$ cat src/rtl/snn_axi_pkg.sv
// Shared AXI4-Lite constants and the weight-loader state encoding.
// Latency: n/a (types and constants only).
// Backpressure: n/a.
package snn_axi_pkg;

    localparam logic [1:0] RESP_OKAY   = 2'b00;
    localparam logic [1:0] RESP_SLVERR = 2'b10;

    // A 16-bit weight occupies the low half of the 32-bit data bus.
    localparam logic [3:0] WSTRB_LO16  = 4'b0011;

    typedef enum logic [2:0] {
        ST_IDLE,
        ST_LOAD,
        ST_ADDR,
        ST_RESP,
        ST_DONE
    } loader_state_t;

endpackage

$ cat src/rtl/synapse_weight_loader.sv
// Streams 16-bit synaptic weights into the weight memory, one AXI4-Lite write per weight.
// Latency: weight accepted at cycle N drives AW/W valid at N+1; done pulses one cycle after the last B handshake.
// Backpressure: one write in flight; w_ready is held low from weight accept until that write's response returns.
//
// Ports:
//   clk, rst                      clock, synchronous active-high reset
//   cmd_valid/cmd_ready           command handshake; cmd_base/cmd_count give first index and word count
//   cmd_error                     one-cycle pulse when a command would run past the end of the memory
//   w_valid/w_ready/w_data        signed weight stream
//   m_axi_aw*/w*/b*               AXI4-Lite write channels toward the weight memory
//   busy, done                    activity level and end-of-command pulse
//   err_count, first_err_idx      per-command failed-write count (saturating) and index of the first failure
module synapse_weight_loader
    import snn_axi_pkg::*;
#(
    parameter int NUM_SYNAPSES = 72865,
    parameter int IDX_W        = $clog2(NUM_SYNAPSES),
    parameter int CNT_W        = IDX_W + 1
) (
    input  logic             clk,
    input  logic             rst,

    input  logic             cmd_valid,
    output logic             cmd_ready,
    input  logic [IDX_W-1:0] cmd_base,
    input  logic [CNT_W-1:0] cmd_count,
    output logic             cmd_error,

    input  logic             w_valid,
    output logic             w_ready,
    input  logic [15:0]      w_data,

    output logic [31:0]      m_axi_awaddr,
    output logic             m_axi_awvalid,
    input  logic             m_axi_awready,
    output logic [31:0]      m_axi_wdata,
    output logic [3:0]       m_axi_wstrb,
    output logic             m_axi_wvalid,
    input  logic             m_axi_wready,
    input  logic [1:0]       m_axi_bresp,
    input  logic             m_axi_bvalid,
    output logic             m_axi_bready,

    output logic             busy,
    output logic             done,
    output logic [15:0]      err_count,
    output logic [IDX_W-1:0] first_err_idx
);

    // Range check is done one bit wider than the count so base+count cannot wrap.
    localparam logic [CNT_W:0] LIMIT = (CNT_W+1)'(NUM_SYNAPSES);

    loader_state_t    r_state;
    logic [IDX_W-1:0] r_idx;
    logic [CNT_W-1:0] r_rem;
    logic             r_cmd_ready;
    logic             r_cmd_error;
    logic             r_w_ready;
    logic [31:0]      r_awaddr;
    logic             r_awvalid;
    logic [31:0]      r_wdata;
    logic [3:0]       r_wstrb;
    logic             r_wvalid;
    logic             r_bready;
    logic             r_busy;
    logic             r_done;
    logic [15:0]      r_err_count;
    logic [IDX_W-1:0] r_first_err_idx;

    logic [CNT_W:0]   w_sum;
    logic             w_aw_done;
    logic             w_w_done;

    assign w_sum = (CNT_W+1)'(cmd_base) + (CNT_W+1)'(cmd_count);

    // A channel counts as finished once its valid has dropped or is handshaking this cycle,
    // so AW and W may complete in either order or together.
    assign w_aw_done = !r_awvalid || m_axi_awready;
    assign w_w_done  = !r_wvalid  || m_axi_wready;

    always_ff @(posedge clk) begin
        if (rst) begin
            r_state         <= ST_IDLE;
            r_idx           <= '0;
            r_rem           <= '0;
            r_cmd_ready     <= 1'b1;
            r_cmd_error     <= 1'b0;
            r_w_ready       <= 1'b0;
            r_awaddr        <= '0;
            r_awvalid       <= 1'b0;
            r_wdata         <= '0;
            r_wstrb         <= '0;
            r_wvalid        <= 1'b0;
            r_bready        <= 1'b0;
            r_busy          <= 1'b0;
            r_done          <= 1'b0;
            r_err_count     <= '0;
            r_first_err_idx <= '0;
        end else begin
            r_done      <= 1'b0;
            r_cmd_error <= 1'b0;
            case (r_state)
                ST_IDLE: begin
                    if (cmd_valid) begin
                        if (w_sum > LIMIT) begin
                            r_cmd_error <= 1'b1;
                        end else if (cmd_count == '0) begin
                            r_state     <= ST_DONE;
                            r_done      <= 1'b1;
                            r_cmd_ready <= 1'b0;
                            r_busy      <= 1'b1;
                        end else begin
                            r_idx           <= cmd_base;
                            r_rem           <= cmd_count;
                            r_err_count     <= '0;
                            r_first_err_idx <= '0;
                            r_w_ready       <= 1'b1;
                            r_cmd_ready     <= 1'b0;
                            r_busy          <= 1'b1;
                            r_state         <= ST_LOAD;
                        end
                    end
                end
                ST_LOAD: begin
                    if (w_valid) begin
                        r_w_ready <= 1'b0;
                        r_awaddr  <= 32'({r_idx, 2'b00});
                        r_wdata   <= {16'b0, w_data};
                        r_wstrb   <= WSTRB_LO16;
                        r_awvalid <= 1'b1;
                        r_wvalid  <= 1'b1;
                        r_state   <= ST_ADDR;
                    end
                end
                ST_ADDR: begin
                    if (r_awvalid && m_axi_awready) r_awvalid <= 1'b0;
                    if (r_wvalid  && m_axi_wready)  r_wvalid  <= 1'b0;
                    if (w_aw_done && w_w_done) begin
                        r_bready <= 1'b1;
                        r_state  <= ST_RESP;
                    end
                end
                ST_RESP: begin
                    if (m_axi_bvalid) begin
                        r_bready <= 1'b0;
                        // A failed write is counted and remembered but never stops the command.
                        if (m_axi_bresp != RESP_OKAY) begin
                            if (r_err_count == '0)      r_first_err_idx <= r_idx;
                            if (r_err_count != 16'hFFFF) r_err_count    <= r_err_count + 16'd1;
                        end
                        r_idx <= r_idx + IDX_W'(1);
                        r_rem <= r_rem - CNT_W'(1);
                        if (r_rem == CNT_W'(1)) begin
                            r_done  <= 1'b1;
                            r_state <= ST_DONE;
                        end else begin
                            r_w_ready <= 1'b1;
                            r_state   <= ST_LOAD;
                        end
                    end
                end
                ST_DONE: begin
                    r_busy      <= 1'b0;
                    r_cmd_ready <= 1'b1;
                    r_state     <= ST_IDLE;
                end
                default: begin
                    r_state <= ST_IDLE;
                end
            endcase
        end
    end

    assign cmd_ready     = r_cmd_ready;
    assign cmd_error     = r_cmd_error;
    assign w_ready       = r_w_ready;
    assign m_axi_awaddr  = r_awaddr;
    assign m_axi_awvalid = r_awvalid;
    assign m_axi_wdata   = r_wdata;
    assign m_axi_wstrb   = r_wstrb;
    assign m_axi_wvalid  = r_wvalid;
    assign m_axi_bready  = r_bready;
    assign busy          = r_busy;
    assign done          = r_done;
    assign err_count     = r_err_count;
    assign first_err_idx = r_first_err_idx;

endmodule
$ cat config.mk
export PLATFORM = sky130hd
export DESIGN_NAME = synapse_weight_loader
export DESIGN_NICKNAME = d
export VERILOG_FILES = /design/src/rtl/snn_axi_pkg.sv /design/src/rtl/synapse_weight_loader.sv
export SDC_FILE = /design/constraint.sdc
export NUM_CORES = 1
export LEC_CHECK = 0
export BUFFER_PORTS_ARGS = -buffer_cell sky130_fd_sc_hd__buf_2
export CORE_UTILIZATION = 30
export CTS_CLUSTER_DIAMETER = 40
export CTS_CLUSTER_SIZE = 16
export DETAILED_ROUTE_END_ITERATION = 12
export PLACE_DENSITY = 0.57
export SLEW_MARGIN = 20
export SYNTH_ARGS = -nofsm -noshare
export SYNTH_HDL_FRONTEND = slang
export SYNTH_SLANG_ARGS = --single-unit
$ cat constraint.sdc
create_clock -name clk -period 3.84 [get_ports clk]
set_input_delay 0 -clock clk [delete_from_list [all_inputs] [get_ports clk]]
set_output_delay 0 -clock clk [all_outputs]
set_load 0.02 [all_outputs]
==> results of run 1 <==
[worst max-delay path: stages]
cell and delay (ps):
dlygate4sd3_1 530, buf_2 140, ha_1 240, fa_2 390
a211o_1 300, a31oi_2 260, o21ai_2 120, xnor2_1 130
or4b_4 540, or4_4 570, a31oi_4 280, buf_12 170
a211oi_1 50, a211oi_1 250
[registers in the layout, summed over array words and instances, names as in the netlist]
register / count
r_rem: 18
first_err_idx: 17
m_axi_awaddr: 17
r_idx: 17
err_count: 16
m_axi_wdata: 16
r_state: 3
busy: 1
cmd_error: 1
cmd_ready: 1
done: 1
m_axi_awvalid: 1
m_axi_bready: 1
m_axi_wstrb: 1
m_axi_wvalid: 1
w_ready: 1
[where the power goes]
| part | internal, µW | switching, µW |
|---|---|---|
| logic | 267 | 414 |
| clock network | 954 | 536 |
| registers | 1220 | 47.4 |
[metrics by stage]
stage	instances	area (µm²)	hold slack, ps	util [%]	power, µW
4_1_cts	1319	8640	0.573	39.5	3450
2_1_floorplan	887	6820	112	-	1750
6_report	1320	8680	21.7	39.7	3440
3_3_place_gp	1233	7530	218	34.4	1910
3_5_place_dp	1233	7530	216	34.4	1910
5_1_grt	1320	8680	44.2	39.7	3590
[Yosys cell counts (3+ instances only)]
cell / number
dfxtp_1: 113
a32o_1: 5
mux2i_1: 19
o21a_1: 9
nand3_1: 26
a22oi_1: 9
o22a_1: 4
a211o_1: 3
nand2b_1: 4
or2_2: 4
a31oi_1: 6
or3_1: 7
or4_1: 5
o32ai_1: 6
inv_1: 17
o31ai_1: 6
nand4_1: 4
clkbuf_1: 41
o211ai_1: 6
nand2_1: 160
a21boi_0: 8
and4_1: 3
xnor2_1: 3
o2bb2ai_1: 11
and2_1: 4
nor3_1: 17
and3_1: 16
buf_4: 35
nand3b_1: 3
a221oi_1: 5
o21ai_0: 31
buf_2: 6
a21o_1: 8
a211oi_1: 11
a21oi_1: 87
o22ai_1: 7
a311oi_1: 9
nor2_1: 51
nor4_1: 13
ha_1: 22
[metal layers]
layer	vias up	GRT usage, %
met4	0	8.35
met1	3253	24.1
li1	3410	-
met2	242	30.0
met5	-	0
met3	34	3.58
[how the worst max path moves through the flow]
stage / slack [ps] / endpoint / from
final: 190 / r_rem[1]$_SDFFE_PP0P_ / cmd_base[0]
after global routing: 60 / r_rem[1]$_SDFFE_PP0P_ / cmd_base[0]
after CTS: 40 / first_err_idx[0]$_SDFFE_PP0P_ / cmd_base[0]
after detailed placement: 160 / first_err_idx[0]$_SDFFE_PP0P_ / cmd_base[0]
after global placement: 200 / r_rem[13]$_SDFFE_PP0P_ / cmd_base[0]
after floorplan: 710 / r_rem[6]$_SDFFE_PP0P_ / cmd_base[0]
[repair_timing]
action	4_1_cts	5_1_grt
endpoints found under the hold margin	45	0
buffers inserted	0	1
hold buffers	57	0
resized for setup	0	5
endpoints found under the setup margin	0	53
[cell type report]
cell class	instances	area (µm²)
Fill cell	2267	13200
Multi-Input combinational cell	672	4060
Clock buffer	22	454
Clock inverter	7	87.6
Tap cell	280	350
Sequential cell	113	2260
Timing Repair Buffer	209	1400
Inverter	17	63.8
[kinds of logic after synthesis]
family | after synthesis
AO/OA/AOI/OAI | 263
buffers and inverters | 102
multiplexers | 19
XOR/XNOR | 5
adder cells (fa/ha/maj) | 23
flip-flops | 113
AND/OR/NAND/NOR | 329
other | 1
[cells in the final DEF, fill, tap and decap left out, types with 11 or more instances in the layout]
cell type | Yosys | layout
a21oi_1 | 87 | 87
dlygate4sd3_1 | 0 | 57
mux2i_1 | 19 | 19
nor2_1 | 51 | 51
buf_4 | 35 | 15
ha_1 | 22 | 22
nor4_1 | 13 | 13
o2bb2ai_1 | 11 | 11
clkbuf_16 | 0 | 17
nand2_1 | 160 | 159
dfxtp_1 | 113 | 113
and3_1 | 16 | 16
a211oi_1 | 11 | 11
o21ai_0 | 31 | 31
buf_2 | 6 | 135
nor3_1 | 17 | 17
nand3_1 | 26 | 26
inv_1 | 17 | 17
conb_1 | 1 | 33
==> run_results.csv, run 1 <==
group,metric,value,unit
place,place_congestion,0.832,
hold_path,holdPathStages,5,
sta,worstMarginPinSlew,868,ps
global_route,grt_pass1_vias,6307,
setup_path,r2r-end,"err_count[5]$_SDFFE_PP0P_",
sta,rsz0062_at_grt,"false",
die,placeableCoreArea,0.0219,mm²
setup_path,crit_required,4160,ps
sta,finalSetupTns,0,ps
setup_path,cp.arrival,3980,ps
clocking,cts_max_level,4,
routing,vias_per_cell,5.26,
routing,num_vias,6939,
sta,slew_headroom,41.9,%
logic_synthesis,synth_ff_type,"dfxtp_1",
global_route,grt_pass1_wl,33.1,mm
setup_path,r2r_slack,910,ps
setup_path,cp-start-kind,"input port",
clocking,cts_tree,"yes",
sta,worst_slack,188,ps
setup_path,path_class,"in2reg",
logic_synthesis,synth.distinct_cells,78,
clocking,cts-root-buf,"clkbuf_16",
global_route,overflow,0,
clocking,numCtsBuffers,17,
sta,min_period,3650,ps
routing,wl_per_cell,16.3,µm
logic_synthesis,synthArstFlopShare,0,%
die,rows,54,
run_status,outcome,"finished, final reports clean",
routing,met2_length,9.81,mm
final_layout,drive_gt1_share,19.8,%
routing,drtIter0Drc,368,
final_layout,synthToLayoutAreaGrowth,29.6,%
die,die_x,151,µm
die,start_util,30.6,%
logic_synthesis,synth-simple-area-share,23.0,%
pwr,p_leak,0.00365,µW
logic_synthesis,postSynthAreaPerCell,7.84,µm²
final_layout,nets,1113,
place,pre_cts_ws,159,ps
clocking,clkSlewWorstSetupHoldPaths,50,ps
sta,max_freq,274,MHz
sta,setup_viol,0,
logic_synthesis,synth_top_area_cell,"dfxtp_1",
routing,antenna_left,0,
routing,dr.pass1.iters,6,
setup_path,path_max_fanout,9,
setup_path,r2r_start,"err_count[0]$_SDFFE_PP0P_",
logic_synthesis,ys_ff_latch,113,
logic_synthesis,ys_seq_area_share,33.8,%
place,numPortBuffers,135,
routing,routed_wl,21.5,mm
pwr,p_per_area,396,mW/mm²
sta,slew_viol_final,0,
hold_path,hp-class,"in2reg",
die,dieArea,0.0229,mm²
final_layout,num_antenna_cells,0,
clocking,cts_buffer_depth,2,
die,ioPinCount,169,
logic_synthesis,muxShareOfSynthArea,2.84,%
routing,dr_wl_met3,1.25,mm
setup_path,endpoint_kind,"flip-flop",
clocking,cts_sinks,113,
clocking,clkLatencyLatePin,410,ps
logic_synthesis,synth_adder_area_share,4.41,%
place,dp_hpwl,15.3,mm
global_route,grt_max_degree,44,
logic_synthesis,synth_top_area_share,33.8,%
logic_synthesis,synth_area_leaders,"dfxtp_1 (34%), nand2_1 (9.0%), a21oi_1 (6.5%), ha_1 (4.1%), buf_4 (3.9%)",
hold_path,hold_path_startpoint,"cmd_base[15]",
logic_synthesis,yosys_warnings,0,
hold_path,hold_path_end,"r_idx[15]$_SDFFE_PP0P_",
sta,finalCritPeriodShare,95.1,%
logic_synthesis,synth_area,0.00670,mm²
sta,fin_worst_skew,8.45,ps
logic_synthesis,yosys.area_share.xor_xnor,0.654,%
pwr,peakVddDrop,0.259,mV
setup_path,r2r_cells,9,
logic_synthesis,synth_edf_count,0,
routing,drc,0,
global_route,antenna_found_initial,0,
routing,drt-met1-wl,9.80,mm
logic_synthesis,syn_inst,855,
routing,top_layer_used,"met4",
die,die-height,151,µm
flow_run,drv_cap,0,
sta,hold_viol_final,0,
logic_synthesis,synth-compound-area-share,27.2,%
global_route,track_usage,18.7,%
logic_synthesis,synth_top_family_by_area,"compound AO/OA/AOI/OAI gates",
(Power assumes the default switching activity.)
==> run 2, diff against run 1 <==
CORE_UTILIZATION = 54   (was 30)
MAX_ROUTING_LAYER = met4   (was not set)
PLACE_DENSITY = 0.88   (was 0.57)
==> run_results.csv, run 2 (same netlist as run 1, synthesis figures left out) <==
group,metric,value,unit
pwr,clkPwrFrac,44.4,%
final_layout,largest_reg_flops,18,
final_layout,layout_commonest_cell,"nand2_1",
global_route,grt_max_degree,75,
setup_path,crit_required,4130,ps
place,place_congestion,1.00,
setup_path,critPathTopFamily,"compound AO/OA/AOI/OAI gates",
setup_path,path_buf_inv,3,
global_route,grt_pass1_vias,6643,
clocking,cts_sinks,113,
global_route,antenna_found_initial,0,
clocking,cts-root-buf,"clkbuf_16",
setup_path,path_class,"in2reg",
clocking,cts_buffer_depth,2,
setup_path,r2r-end,"err_count[5]$_SDFFE_PP0P_",
setup_path,r2r_start,"err_count[0]$_SDFFE_PP0P_",
die,start_util,55.5,%
routing,drc,0,
die,placeableCoreArea,0.0121,mm²
clocking,numCtsBuffers,17,
routing,drtIter0Drc,898,
final_layout,nets,1090,
global_route,overflow,0,
final_layout,top_register,"r_rem",
hold_path,hp-class,"in2reg",
sta,finalCritPeriodShare,95.9,%
routing,routed_wl,20.5,mm
place,place_inst,1118,
final_layout,drive_gt1_share,20.2,%
setup_path,cp.arrival,3980,ps
clocking,clkLatencyLatePin,400,ps
final_layout,final_cell_mix,"nand2_1 (159), buf_2 (135), dfxtp_1 (113)",
clocking,cts_tree,"yes",
setup_path,r2r_cells,9,
sta,slew_headroom,27.9,%
place,placed_area,0.00735,mm²
global_route,track_usage,32.6,%
setup_path,r2r_slack,900,ps
sta,slew_viol_final,0,
global_route,grt_pass1_wl,32.5,mm
final_layout,synthToLayoutAreaGrowth,24.7,%
final_layout,postLayoutCellArea,0.00835,mm²
sta,hold_viol_final,0,
final_layout,stdcell_count,1188,
setup_path,slowest_stage,"o31ai_4",
final_layout,n_fill_cell,947,
place,numPortBuffers,135,
setup_path,crit_path_start,"cmd_count[0]",
sta,worst_slack,156,ps
die,dieArea,0.0129,mm²
routing,vias_per_cell,6.10,
routing,wl_per_cell,17.3,µm
setup_path,crit_end,"err_count[15]$_SDFFE_PP0P_",
pwr,p_per_area,416,mW/mm²
die,die_x,113,µm
clocking,cts_max_level,4,
die,rows,40,
sta,setup_viol,0,
sta,worstMarginPinSlew,1080,ps
routing,antenna_left,0,
final_layout,multi_input_area,0.00406,mm²
routing,num_vias,7241,
pwr,peakVddDrop,0.308,mV
pwr,swShare,28.9,%
clocking,clkSlewWorstSetupHoldPaths,50,ps
hold_path,hold_path_startpoint,"cmd_base[1]",
place,pre_cts_ws,126,ps
sta,min_period,3680,ps
final_layout,seqCellArea,0.00226,mm²
setup_path,max_stage_delay,580,ps
pwr,p_int,2470,µW
setup_path,path_cells,"dlygate4sd3_1, buf_2, ha_1, fa_1, a211o_1, a31oi_2, or4_1, a21boi_1, nor4b_2, o21ai_0, o31ai_4, buf_4, a21oi_1, a22o_1",
sta,max_freq,271,MHz
setup_path,path_max_fanout,11,
setup_path,endpoint_kind,"flip-flop",
pwr,power_frac_seq,36.5,%
pwr,pwr-share-comb,19.2,%
die,die-height,113,µm
setup_path,cp.depth,14,
flow_run,drv_cap,0,
pwr,p_leak,0.00354,µW
die,ioPinCount,169,
run_status,outcome,"finished, final reports clean",
setup_path,cp-start-kind,"input port",
pwr,switchingPower,1010,µW
place,dp_hpwl,13.5,mm
final_layout,num_antenna_cells,0,
sta,fin_worst_skew,6.44,ps
routing,dr.pass1.iters,6,
==> run 2: changes by cell type in the layout (fill, tap and decap cells not counted), sizes merged <==
cell         before  now
clkinvlp          1    2
buf             152  148
clkinv            4    6
dlygate4sd3      57   38
==> run 2: repair_timing <==
action                                  CTS  global route
endpoints found under the setup margin    0            48
gates resized for setup                   0             5
hold buffers                             38             0
buffers inserted                          0             0
hold endpoints to repair                 40             0
==> run 2: layout make-up <==
class / count / share of cell area [%]
Tap cell: 168 / 2.52
Sequential cell: 113 / 27.1
Multi-Input combinational cell: 672 / 48.7
Inverter: 17 / 0.764
Timing Repair Buffer: 186 / 14.0
Clock buffer: 22 / 5.68
Clock inverter: 10 / 1.30
==> run 2: worst min path at each step <==
stage          cells past startpoint  slack [ps]                    endpoint
6_report                           4          10       r_idx[1]$_SDFFE_PP0P_
5_1_grt                            4          30       r_idx[1]$_SDFFE_PP0P_
4_1_cts                            4         0.5       r_idx[1]$_SDFFE_PP0P_
3_5_place_dp                       2         220  m_axi_awvalid$_SDFFE_PP0P_
3_3_place_gp                       2         220  m_axi_awvalid$_SDFFE_PP0P_
2_1_floorplan                      1         110  m_axi_awvalid$_SDFFE_PP0P_
==> run 2: metrics by stage <==
stage	hold WS, ps	utilization, %	total power, µW	setup TNS, ps
after floorplan	112	-	1750	0
after global placement	219	61.0	1880	0
after detailed placement	222	61.0	1890	0
after CTS	0.542	69.0	3450	0
after global routing	30.1	69.3	3600	-21.5
final	12.4	69.3	3480	0
==> run 2: power by group through the flow <==
| stage | Sequential (µW) | Clock, µW | Combinational (µW) |
|---|---|---|---|
| after CTS | 1270 | 1540 | 641 |
| final | 1270 | 1540 | 667 |
| after floorplan | 1300 | 0 | 448 |
| after global placement | 1290 | 0 | 596 |
| after detailed placement | 1290 | 0 | 602 |
| after global routing | 1270 | 1610 | 719 |
==> run 2: routing by layer <==
layer	global-route usage [%]	part of all wire, %	routed length (µm)
met1	38.6	40	8140
met2	52.7	48	9770
met3	6.70	8.6	1760
met4	16.6	4.2	858
met5	-	0	0
==> run 2: tightest hold or removal path, cell delays in order <==
cell     delay, ps
buf_2          130
nand2_1         60
a21o_1         110
a21oi_1         60
